## src/rtl/resonator_dds_mul_arbiter.sv

```systemverilog
`default_nettype none
// =============================================================================
// resonator_dds_mul_arbiter - round-robin sharing of one 2-stage signed
// multiplier among NUM_REQ DDS scaling lanes, with tagged one-hot responses.
// Revision: 1.0
// =============================================================================
module resonator_dds_mul_arbiter #(
  parameter int NUM_REQ     = 4,
  parameter int A_WIDTH     = 17,
  parameter int B_WIDTH     = 16,
  parameter int P_WIDTH     = A_WIDTH + B_WIDTH,
  parameter int MUL_LATENCY = 2,
  parameter int ID_WIDTH    = (NUM_REQ > 1) ? $clog2(NUM_REQ) : 1
) (
  input  logic                         clk,
  input  logic                         reset,
  input  logic                         ce,
  input  logic [NUM_REQ-1:0]           req_valid,
  output logic [NUM_REQ-1:0]           req_ready,
  input  logic [NUM_REQ*A_WIDTH-1:0]   req_a,
  input  logic [NUM_REQ*B_WIDTH-1:0]   req_b,
  output logic                         mul_ce,
  output logic [A_WIDTH-1:0]           mul_din0,
  output logic [B_WIDTH-1:0]           mul_din1,
  input  logic [P_WIDTH-1:0]           mul_dout,
  output logic [NUM_REQ-1:0]           rsp_valid,
  output logic [ID_WIDTH-1:0]          rsp_id,
  output logic [P_WIDTH-1:0]           rsp_p,
  output logic [ID_WIDTH+1:0]          inflight
);

  localparam int                  LAST    = MUL_LATENCY;
  localparam logic [ID_WIDTH:0]   NREQ_W  = (ID_WIDTH+1)'(NUM_REQ);
  localparam logic [ID_WIDTH-1:0] LAST_ID = ID_WIDTH'(NUM_REQ - 1);

  logic [ID_WIDTH-1:0] rr_ptr;
  logic [ID_WIDTH-1:0] grant_id;
  logic                grant_found;
  logic                accept;
  logic [ID_WIDTH:0]   cand;
  logic [A_WIDTH-1:0]  sel_a;
  logic [B_WIDTH-1:0]  sel_b;

  // Tag stage 0 sits beside the operand registers; the rest track the multiplier.
  logic [MUL_LATENCY:0] tag_v;
  logic [ID_WIDTH-1:0]  tag_id [0:MUL_LATENCY];

  always_comb begin
    grant_found = 1'b0;
    grant_id    = '0;
    cand        = '0;
    for (int off = 0; off < NUM_REQ; off++) begin
      cand = {1'b0, rr_ptr} + (ID_WIDTH+1)'(off);
      if (cand >= NREQ_W) cand = cand - NREQ_W;
      if (!grant_found && req_valid[cand[ID_WIDTH-1:0]]) begin
        grant_found = 1'b1;
        grant_id    = cand[ID_WIDTH-1:0];
      end
    end
  end

  assign accept = grant_found & ce & ~reset;

  always_comb begin
    sel_a     = '0;
    sel_b     = '0;
    req_ready = '0;
    for (int i = 0; i < NUM_REQ; i++) begin
      if (grant_id == ID_WIDTH'(i)) begin
        sel_a        = req_a[i*A_WIDTH +: A_WIDTH];
        sel_b        = req_b[i*B_WIDTH +: B_WIDTH];
        req_ready[i] = accept;
      end
    end
  end

  always_ff @(posedge clk or posedge reset) begin
    if (reset) begin
      rr_ptr   <= '0;
      mul_din0 <= '0;
      mul_din1 <= '0;
      tag_v    <= '0;
      for (int s = 0; s <= MUL_LATENCY; s++) tag_id[s] <= '0;
      inflight <= '0;
    end else if (ce) begin
      tag_v <= {tag_v[MUL_LATENCY-1:0], accept};
      for (int s = 1; s <= MUL_LATENCY; s++) tag_id[s] <= tag_id[s-1];
      if (accept) begin
        mul_din0  <= sel_a;
        mul_din1  <= sel_b;
        tag_id[0] <= grant_id;
        rr_ptr    <= (grant_id == LAST_ID) ? '0 : grant_id + 1'b1;
      end
      // Simultaneous accept and retire leaves the count unchanged.
      if (accept && !tag_v[LAST])
        inflight <= inflight + 1'b1;
      else if (!accept && tag_v[LAST])
        inflight <= inflight - 1'b1;
    end
  end

  genvar i;
  generate
    for (i = 0; i < NUM_REQ; i++) begin : g_rsp
      assign rsp_valid[i] = tag_v[LAST] && (tag_id[LAST] == ID_WIDTH'(i)) && !reset;
    end
  endgenerate

  assign mul_ce = ce;
  assign rsp_id = tag_id[LAST];
  assign rsp_p  = mul_dout;

endmodule
`default_nettype wire

```

## config.mk

```make
export PLATFORM = sky130hd
export DESIGN_NAME = resonator_dds_mul_arbiter
export DESIGN_NICKNAME = d
export VERILOG_FILES = /design/src/rtl/resonator_dds_mul_arbiter.sv
export SDC_FILE = /design/constraint.sdc
export NUM_CORES = 1
export LEC_CHECK = 0
export BUFFER_PORTS_ARGS = -buffer_cell sky130_fd_sc_hd__buf_2
export CAP_MARGIN = 20
export CORE_AREA = 2 2 99 101
export CTS_CLUSTER_DIAMETER = 200
export CTS_CLUSTER_SIZE = 8
export DETAILED_ROUTE_END_ITERATION = 8
export DIE_AREA = 0 0 101 103
export PLACE_DENSITY = 0.83
export SLEW_MARGIN = 30
export SYNTH_ARGS = -nofsm -noshare
export SYNTH_HDL_FRONTEND = slang
export SYNTH_SLANG_ARGS = --single-unit
```

## constraint.sdc

```tcl
create_clock -name clk -period 2.3 [get_ports clk]
set_input_delay 0.23 -clock clk [delete_from_list [all_inputs] [get_ports clk]]
set_output_delay 0.23 -clock clk [all_outputs]
set_load 0.05 [all_outputs]
```

==> flow_summary.json <==
{
  "finClkSkew_ns": 0.0115,
  "cts.clk_slew.worst_paths_ns": 0.10,
  "crit_required_ns": 2.07,
  "grt.total_usage": 0.206,
  "hold_violations": 0,
  "grt_pass1_vias": 3490,
  "synth.distinct_cells": 45,
  "p_leak_uw": 0.00228,
  "die_area_sq_mm": 0.0104,
  "r2r_end": "mul_din1[1]",
  "synth_top_area_cell": "dfrtp_1",
  "cap_violations": 0,
  "hp-class": "in2async",
  "numCtsBuffers": 5,
  "dpl_worst_slack_ns": -0.0646,
  "yosysMostFrequentCell": "a21oi_1",
  "gr-total-overflow": 0,
  "diodes": 0,
  "fin_crit_sh": 0.995,
  "first_iter_violations": 173,
  "ys_seq_area_frac": 0.332,
  "placed_area_sq_mm": 0.00453,
  "cts.path.max_buffers": 2,
  "register_area_sq_mm": 0.00120,
  "cts.htree.levels": 2,
  "synth_commonest_cells": "a21oi_1 (69), dfrtp_1 (48), inv_1 (38)",
  "syn_avg_cell_area_sq_um": 8.44,
  "synth_flop_cell": "dfrtp_1",
  "drive_gt1_frac": 0.452,
  "ys_ff_latch": 48,
  "yosys_warnings": 0,
  "io_pins": 253,
  "synth_top_cell_area_share": 0.332,
  "setup_viol": 0,
  "worst-r2r-setup-slack_ns": 0.06,
  "cp-start-kind": "flop",
  "antenna_found_initial": 0,
  "gp_congestion": 0.861,
  "cts_tree": "done",
  "wl_per_cell_um": 17.0,
  "synth_area_leaders": "dfrtp_1 (33%), a21oi_1 (9.5%), a221o_1 (9.1%), buf_4 (7.5%), nand3b_1 (6.8%)",
  "crit_fanout": 5,
  "antenna_left": 0,
  "syn-instance-count": 429,
  "worst_slew_pin_slew_ns": 0.581,
  "multiInputGateArea_sq_mm": 0.00198,
  "cp_data_arrival_time_ns": 2.06,
  "syn-cell-area_sq_mm": 0.00362,
  "final_cell_area_sq_mm": 0.00487,
  "synth_nets": 609,
  "dieWidth_um": 101,
  "area_delta_synth_final_pct": 34.5,
  "dr.pass1.iters": 5,
  "drc_errors": 0,
  "clock-root-buffer": "clkbuf_8",
  "grt_first_pass_wirelength_mm": 17.0,
  "status": "finished clean",
  "cts_sinks": 48,
  "fmax_mhz": 437,
  "hold_buffers": 0,
  "rsz0062_at_grt": "yes",
  "fillers": 888,
  "final.setup.worst_slack_ns": 0.0123,
  "clk_latency_ns": 0.31,
  "num-nets-final": 759,
  "placementRows": 36,
  "slew_headroom": 0.612,
  "grt_max_degree": 42,
  "ff2ff_path_depth": 9,
  "synth_edf_count": 0,
  "vias": 3860,
  "peakVddDrop_mv": 0.476,
  "route.final.wire_length_mm": 11.8,
  "port_buffers": 186,
  "vias_per_cell": 5.56,
  "r2r_start": "rr_ptr[0]",
  "hpwl_mm": 8.63,
  "ys_async_sr_fraction": 1.00,
  "die_h_um": 103,
  "worst_setup_path_end_kind": "output port",
  "drv_slew": 0,
  "core_sq_mm": 0.00946,
  "crit_type": "reg2out",
  "initial_core_util": 0.383,
  "pwr_density_cell_mw_per_mm2": 1160,
  "fin_crit_ns": 2.29
}
-- sequential cells by signal, summed over array words and instances, names as in the netlist --
name / cells
mul_din1: 16
mul_din0: 17
rsp_id: 2
tag_v: 3
inflight: 4
tag_id: 4
rr_ptr: 2
-- cells by family (layout without fill, tap and decap cells) --
| group | count (synthesis) | in the layout | share of synthesized area |
|---|---|---|---|
| simple gates | 100 | 100 | 0.163 |
| mux | 8 | 8 | 0.0256 |
| fa+ha+maj | 8 | 8 | 0.0297 |
| buf+inv | 113 | 264 | 0.171 |
| xor+xnor | 2 | 2 | 0.00484 |
| compound gates | 150 | 150 | 0.275 |
| flops | 48 | 48 | 0.332 |
-- how the worst max path moves through the flow --
stage | startpoint | endpoint | slack, ns | cells past startpoint
5_1_grt | rr_ptr[1] | req_ready[1] | -0.07 | 7
2_1_floorplan | req_valid[2] | inflight[3] | -0.12 | 10
3_5_place_dp | req_valid[1] | inflight[3] | -0.06 | 10
6_report | rr_ptr[0] | req_ready[2] | 0.01 | 7
3_3_place_gp | req_valid[2] | inflight[3] | -0.02 | 10
4_1_cts | rr_ptr[0] | req_ready[1] | -0.04 | 7
-- final cells by class --
cell class | count | share of cell area
well taps | 114 | 0.0293
multi-input cells | 268 | 0.406
repair buffers | 217 | 0.267
inverters | 39 | 0.0316
clock inverters | 3 | 0.00488
clock buffers | 5 | 0.0141
flip-flops and latches | 48 | 0.247
-- metal layers --
layer  part of all wire  GRT usage  vias up
met5                  0          0        -
li1                   -          -     1814
met4              0.014     0.0551        0
met1               0.38      0.238     1820
met3              0.079     0.0420       13
met2               0.53      0.387      213
-- layout by cell type (no fill, tap or decap), drive strengths merged, types with 2 or more instances in the layout --
cell type  Yosys  routed
a21oi         70      70
a221o         33      33
a31oi         33      33
and3           5       5
buf           54     216
clkbuf        20       6
clkinvlp       0       2
dfrtp         48      48
ha             7       7
inv           39      39
mux2           7       7
nand2         38      38
nand2b         4       4
nand3b        33      33
nand4b         2       2
nor2           4       4
nor2b          3       3
nor4           2       2
o21ai          5       5
or4b           2       2
xnor2          2       2
-- power breakdown --
part	leakage [uW]	total [uW]	switching, uW	internal [uW]
Combinational	0.00169	3730	2310	1420
Clock	0.0000404	528	312	216
Sequential	0.000555	1380	224	1160
Total	0.00228	5640	2840	2800
-- metrics by stage --
stage	hold slack, ns	cells	utilization	setup TNS (ns)	total power, uW
after floorplan	0.381	429	-	-0.115	4060
after global placement	0.395	676	0.479	-0.0231	4740
after detailed placement	0.391	676	0.479	-0.112	4840
after CTS	0.0436	687	0.498	-0.0491	5480
after global routing	0.0804	694	0.515	-0.319	5990
final	0.0337	694	0.515	0	5640
-- timing repair --
item | CTS | global route
resized for setup | 13 | 17
setup buffers | 3 | 6
cloned | 0 | 1
endpoints found under the setup margin | 4 | 24
pin swaps | 2 | 9
-- worst max-delay path, stage by stage (launching register included) --
cell	delay [ns]
dfrtp_1	0.40
nor2b_2	0.07
o21a_2	0.25
or3_4	0.41
ha_4	0.19
buf_12	0.13
and3_4	0.15
buf_8	0.14
Power figures use the tool's default switching activity.
